--- src/rtl/uart_tx.sv ---
// rtl/uart_tx.sv - 8-bit UART transmitter with optional parity and runtime baud divisor
module uart_tx #(
    parameter int DIV_WIDTH = 16
) (
    input  logic                 clk,
    input  logic                 resetn,
    input  logic [7:0]           in_data,
    input  logic                 in_valid,
    output logic                 in_ready,
    input  logic [DIV_WIDTH-1:0] divisor,
    input  logic                 parity_en,
    input  logic                 parity_odd,
    output logic                 txd,
    output logic                 busy
);

    typedef enum logic [2:0] {
        IDLE,
        START,
        DATA,
        PARITY,
        STOP
    } state_e;

    state_e               state_q;
    logic [DIV_WIDTH-1:0] cnt_q;
    logic [DIV_WIDTH-1:0] div_q;
    logic [2:0]           bit_idx_q;
    logic [7:0]           data_q;
    logic                 par_en_q;
    logic                 par_odd_q;
    logic                 txd_q;

    // Gated by resetn so the upstream FIFO never pops while we are held in reset.
    assign in_ready = (state_q == IDLE) && resetn;
    assign busy     = (state_q != IDLE);
    assign txd      = txd_q;

    always_ff @(posedge clk) begin
        if (!resetn) begin
            state_q   <= IDLE;
            cnt_q     <= '0;
            div_q     <= '0;
            bit_idx_q <= 3'd0;
            data_q    <= 8'h00;
            par_en_q  <= 1'b0;
            par_odd_q <= 1'b0;
            txd_q     <= 1'b1;
        end else begin
            case (state_q)
                IDLE: begin
                    txd_q <= 1'b1;
                    if (in_valid) begin
                        data_q    <= in_data;
                        div_q     <= divisor;
                        par_en_q  <= parity_en;
                        par_odd_q <= parity_odd;
                        cnt_q     <= divisor;
                        txd_q     <= 1'b0;
                        state_q   <= START;
                    end
                end
                START: begin
                    if (cnt_q == '0) begin
                        cnt_q     <= div_q;
                        bit_idx_q <= 3'd0;
                        txd_q     <= data_q[0];
                        state_q   <= DATA;
                    end else begin
                        cnt_q <= cnt_q - DIV_WIDTH'(1);
                    end
                end
                DATA: begin
                    if (cnt_q == '0) begin
                        cnt_q <= div_q;
                        if (bit_idx_q == 3'd7) begin
                            if (par_en_q) begin
                                txd_q   <= (^data_q) ^ par_odd_q;
                                state_q <= PARITY;
                            end else begin
                                txd_q   <= 1'b1;
                                state_q <= STOP;
                            end
                        end else begin
                            bit_idx_q <= bit_idx_q + 3'd1;
                            txd_q     <= data_q[bit_idx_q + 3'd1];
                        end
                    end else begin
                        cnt_q <= cnt_q - DIV_WIDTH'(1);
                    end
                end
                PARITY: begin
                    if (cnt_q == '0) begin
                        cnt_q   <= div_q;
                        txd_q   <= 1'b1;
                        state_q <= STOP;
                    end else begin
                        cnt_q <= cnt_q - DIV_WIDTH'(1);
                    end
                end
                STOP: begin
                    txd_q <= 1'b1;
                    if (cnt_q == '0) begin
                        state_q <= IDLE;
                    end else begin
                        cnt_q <= cnt_q - DIV_WIDTH'(1);
                    end
                end
                default: begin
                    txd_q   <= 1'b1;
                    state_q <= IDLE;
                end
            endcase
        end
    end

endmodule

--- config.mk ---
export PLATFORM = sky130hd
export DESIGN_NAME = uart_tx
export DESIGN_NICKNAME = d
export VERILOG_FILES = /design/src/rtl/uart_tx.sv
export SDC_FILE = /design/constraint.sdc
export NUM_CORES = 1
export LEC_CHECK = 0
export CAP_MARGIN = 0
export CORE_ASPECT_RATIO = 0.5
export CORE_UTILIZATION = 35
export CTS_CLUSTER_DIAMETER = 150
export CTS_CLUSTER_SIZE = 20
export DETAILED_ROUTE_END_ITERATION = 7
export HOLD_SLACK_MARGIN = 0.06
export PLACE_DENSITY = 0.52
export SLEW_MARGIN = 20
export SYNTH_ARGS = -nofsm -noshare
export SYNTH_HDL_FRONTEND = slang
export SYNTH_SLANG_ARGS = --single-unit
--- constraint.sdc ---
create_clock -name clk -period 2.7 [get_ports clk]
set_input_delay 0.54 -clock clk [delete_from_list [all_inputs] [get_ports clk]]
set_output_delay 0.54 -clock clk [all_outputs]
set_load 0.005 [all_outputs]
Yosys cells after proc, flatten, opt, wreduce, memory -nomap -nowiden
Cells that the tools add are included.
Word-level totals
  register bits: 49
  input bits: 29
  output and inout bits: 3
  word-level logic and storage cells: 62
Operators by class
  add/subtract/negate cells: 2
  order comparisons: 1
  equality and inequality tests: 13
  muxes and demuxes: 24
  bitwise operators: 1
  reduce and logical (&&, ||, !) cells: 13
Operators with widths (count)
  $mux 16: 3
  $pmux 16 s3: 1
  $mux 3: 9
  $logic_not 16->1: 1
  $ne 2x2->1 const B: 8
  $sub 16x1->16 const B: 1
  $pmux 3 s5: 1
  $reduce_xor 8->1: 1
  $mux 1: 7
  $eq 3x2->1 const B: 2
  $eq 3x3->1 const B: 2
  $pmux 3 s2: 1
  $reduce_and 3->1: 2
  $reduce_and 6->1: 1
  $reduce_bool 3->1: 2
  $lt 3x4->1 const B: 1
  $pmux 1 s4: 1
  $reduce_and 4->1: 1
  $add 3x1->3 const B: 1
  $bmux 1 s3: 1
  $eq 3x1->1 const B: 1
  $logic_not 3->1: 1
  $reduce_or 3->1: 1
  $reduce_and 2->1: 1
  other kinds (3): 3

Depth between registers and ports, before layout
  depth in word-level cells: 6
  depth in mapped cells: 9
  depth with buffers taken out: 7

Worst setup path before layout
OpenSTA, ideal clock, no wires.
  path type: flip-flop to flip-flop
  from: register cnt_q[11]
  to: register cnt_q[0]
  setup time: 0.141 ns
  arrival: 2.210 ns
  required time: 2.559 ns
  setup slack: 0.349 ns
  stages on the path, launching flop included: 7
  buffers on the path: 1
  period minus slack after synthesis: 2.351 ns
  cells stage by stage: dfxtp_1 > or4_4 > or4_4 > buf_6 > or4_4 > a21oi_2 > a2111oi_2
On the way
  longest elaborated chain between the ends: 3
  elaborated cells on any way between the ends: 5
  those cells by class: eq/ne (1); mux (2); reduce/logical (2)
RTL lines
  start: declaration: line 26  | logic [DIV_WIDTH-1:0] cnt_q;
  start signal: assignment: line 58  | cnt_q <= divisor;
  start signal: assignment: line 65  | cnt_q <= div_q;
  start signal: assignment: line 70  | cnt_q <= cnt_q - DIV_WIDTH'(1);
  $logic_not 16->1 *
  $mux 16 / $ne 2x2->1 (equally long branches)
  $pmux 16 s3 / $reduce_and 3->1 (equally long branches)
Every way passes the cells marked *; elsewhere a longest branch is shown, timed or not.
A chain may end at the register's enable or synchronous reset.

Worst setup path in the final report
  from: register cnt_q[11]
  to: register cnt_q[7]
The elaborated chain is that of the path after synthesis.

==> run_results.csv <==
group,metric,value,unit
setup_path,crit_type,"register to register",
clock_tree,clockBufferDepth,2,
setup_path,r2r_start,"cnt_q[11]",
setup_path,timing.rr.end,"cnt_q[7]",
yosys,seq_area_frac_synth,0.3385,
placement,io_buffers,31,
floorplan,start_util,0.3622,
placement,place_hpwl,6044,µm
clock_tree,cts_setup_buffers,0,
clock_tree,cts_hold_buf,0,
yosys,avgSynthCellArea,7.939,µm²
timing,slew_headroom,0.5539,
yosys,ys_async_sr_fraction,0,
detailed_routing,antenna_left,0,
setup_path,critical_path.max_fanout,11,
global_routing,grt_pass1_vias,2729,
clock_tree,h-tree-depth,2,
timing,tightest_slew,0.6660,ns
worst_hold_path,whs_endpoint,"div_q[6]",
setup_path,endpoint_kind,"register",
global_routing,antenna_found_initial,0,
detailed_routing,vias_per_cell,5.783,
placement,gp_congestion,0.8803,
detailed_routing,num_vias,2909,
detailed_routing,wire_per_inst,17.07,µm
global_routing,busiest_layer,"met2",
setup_path,start_kind,"register",
worst_hold_path,hold_class,"register to register",
floorplan,die_h,66.34,µm
yosys,syn_nets,398,
clock_tree,clock_insertion_delay_worst_skew,0.29,ns
clock_tree,post_cts_resized,0,
timing,hold_violations,0,
setup_path,rrSetupSlack,0.16,ns
yosys,syn_inst,365,
detailed_routing,drtIter0Drc,246,
detailed_routing,dr.pass1.iters,5,
floorplan,die_w,130.7,µm
timing,slew_violations,0,
global_routing,grt_use_met2,0.3320,
timing,setup_viol,0,
clock_tree,cts_num_sinks,49,
worst_hold_path,min-delay-start,"div_q[6]",
clock_tree,cts-buffers-inserted,5,
worst_hold_path,whs_path_depth,2,
global_routing,grt_util_met3,0.03964,
cells_and_area,nets,425,
clock_tree,cts_tree,"yes",
yosys,syn_area,2898,µm²
cells_and_area,drive_above_1_share,0.09719,
timing,tns,0,ns
setup_path,required,2.88,ns
setup_path,worst-r2r-cell-count,5,
cells_and_area,diodes,0,
pwr,power_per_cell_area,592.8,nW/µm²
setup_path,cp.arrival,2.72,ns
detailed_routing,routed_wl,8585,µm
floorplan,core,8000,µm²
yosys,synth_seq_cells,49,
pwr,peakVddDrop,0.2578,mV
timing,rsz0062_at_grt,"no",
timing,max_freq,393.4,MHz
global_routing,grt_max_degree,31,
global_routing,grt_pass1_wl,14110,µm
clock_tree,clk_pin_slew,0.06,ns
yosys,ys.flop_type,"dfxtp_1",
yosys,synth_cell_types,60,
timing,period_share,0.9415,
clock_tree,clock-root-buffer,"clkbuf_16",
global_routing,use_met1,0.3025,
cells_and_area,fin_util,0.4353,
floorplan,die_area,8669,µm²
pwr,p_leak,0.001274,µW
global_routing,overflow,0,
floorplan,rows,23,
yosys,synth_edf_count,0,
outcome,status,"completed",
run,max_cap_violations,0,
timing,period_needed,2.542,ns
global_routing,track_usage,0.2145,
floorplan,io_pins,32,
yosys,ys_warn_count,0,
cells_and_area,areaGrowthSynthToFinish,20.16,%
timing,clock_skew,0.006403,ns
detailed_routing,drc,0,
cells by family (layout without fill, tap and decap cells):
kind of cell	Yosys count	after routing	synth area share
simple gates	150	150	0.2491
compound gates	117	117	0.2927
flops	49	49	0.3385
buf+inv	33	59	0.05009
xor+xnor	7	7	0.02591
mux	5	5	0.02634
fa+ha+maj	4	4	0.01727
per-stage QoR:
| step | hold WS [ns] | setup slack, ns | instance area (µm²) | cells | total power (µW) |
|---|---|---|---|---|---|
| final | 0.4680 | 0.1579 | 3482 | 503 | 2064 |
| after global routing | 0.4907 | 0.06023 | 3482 | 503 | 2185 |
| after CTS | 0.4696 | 0.1607 | 3482 | 503 | 2069 |
| after detailed placement | 0.4597 | 0.1746 | 3352 | 497 | 1467 |
| after global placement | 0.4545 | 0.2235 | 3352 | 497 | 1460 |
| after floorplan | 0.4431 | 0.3493 | 2898 | 365 | 1253 |
sequential cells by signal, indices dropped and copies added, names as in the netlist:
signal,count
bit_idx_q,3
state_q,3
cnt_q,16
par_en_q,1
data_q,8
div_q,16
par_odd_q,1
txd,1
power breakdown:
| part | switching, µW | total [µW] | internal, µW |
|---|---|---|---|
| Sequential | 64.8 | 849 | 785 |
| Combinational | 354 | 611 | 257 |
| Clock | 272 | 604 | 332 |
| Total | 690 | 2060 | 1370 |
cells in the mapped netlist, drive strengths merged (7+ instances only):
| cell | count | share of area |
|---|---|---|
| nor3 | 7 | 0.016 |
| a21oi | 13 | 0.024 |
| a21boi | 27 | 0.070 |
| o22ai | 7 | 0.015 |
| o21ai | 19 | 0.034 |
| dfxtp | 49 | 0.34 |
| nor2 | 19 | 0.027 |
| nand2 | 80 | 0.10 |
| clkbuf | 22 | 0.028 |
| nand3 | 8 | 0.014 |
worst max-delay path: stages, from the launching register on:
cell and delay, ns:
dfxtp_1 0.36, or4_4 0.59, or4_4 0.59, o21a_1 0.33, and2_1 0.30, a32o_1 0.26
cells in the final DEF (no fill, tap or decap), types with 3 or more instances in the layout:
| cell type | instances |
|---|---|
| nand2_1 | 80 |
| dfxtp_1 | 49 |
| clkdlybuf4s50_1 | 31 |
| a21boi_0 | 27 |
| nor2_1 | 18 |
| o21ai_0 | 17 |
| buf_4 | 16 |
| a21oi_1 | 12 |
| nand3_1 | 8 |
| o22ai_1 | 7 |
| inv_1 | 6 |
| nor3_1 | 6 |
| a32o_1 | 6 |
| xnor2_1 | 6 |
| or3_1 | 5 |
| a31oi_1 | 5 |
| clkbuf_16 | 5 |
| and3_1 | 4 |
| and2_1 | 4 |
| o2111ai_1 | 4 |
| o311ai_0 | 4 |
| nor2b_1 | 4 |
| a222oi_1 | 4 |
| o31ai_1 | 4 |
| ha_1 | 4 |
| or4_4 | 3 |
| o21a_1 | 3 |
| a22oi_1 | 3 |
| o211ai_1 | 3 |
per-layer routing:
layer / vias up / share of wire
li1: 1393 / -
met1: 1420 / 0.48
met2: 85 / 0.45
met3: 11 / 0.056
met4: 0 / 0.014
met5: - / 0
worst max-delay path by stage:
stage / from / end / slack (ns) / cells past startpoint
floorplan: cnt_q[11] / cnt_q[0] / 0.35 / 6
global placement: cnt_q[11] / cnt_q[3] / 0.22 / 5
detailed placement: cnt_q[11] / cnt_q[7] / 0.17 / 5
CTS: cnt_q[11] / cnt_q[7] / 0.16 / 5
global route: cnt_q[11] / cnt_q[2] / 0.06 / 5
finish: cnt_q[11] / cnt_q[7] / 0.16 / 5
final cells by class:
type | count | area [µm²]
Clock buffer | 5 | 125.1
Clock inverter | 1 | 5.005
Fill cell | 818 | 4518
Inverter | 6 | 22.52
Multi-Input combinational cell | 283 | 1778
Sequential cell | 49 | 980.9
Tap cell | 112 | 140.1
Timing Repair Buffer | 47 | 430.4
Note: power is estimated with default switching activity, not from simulation.
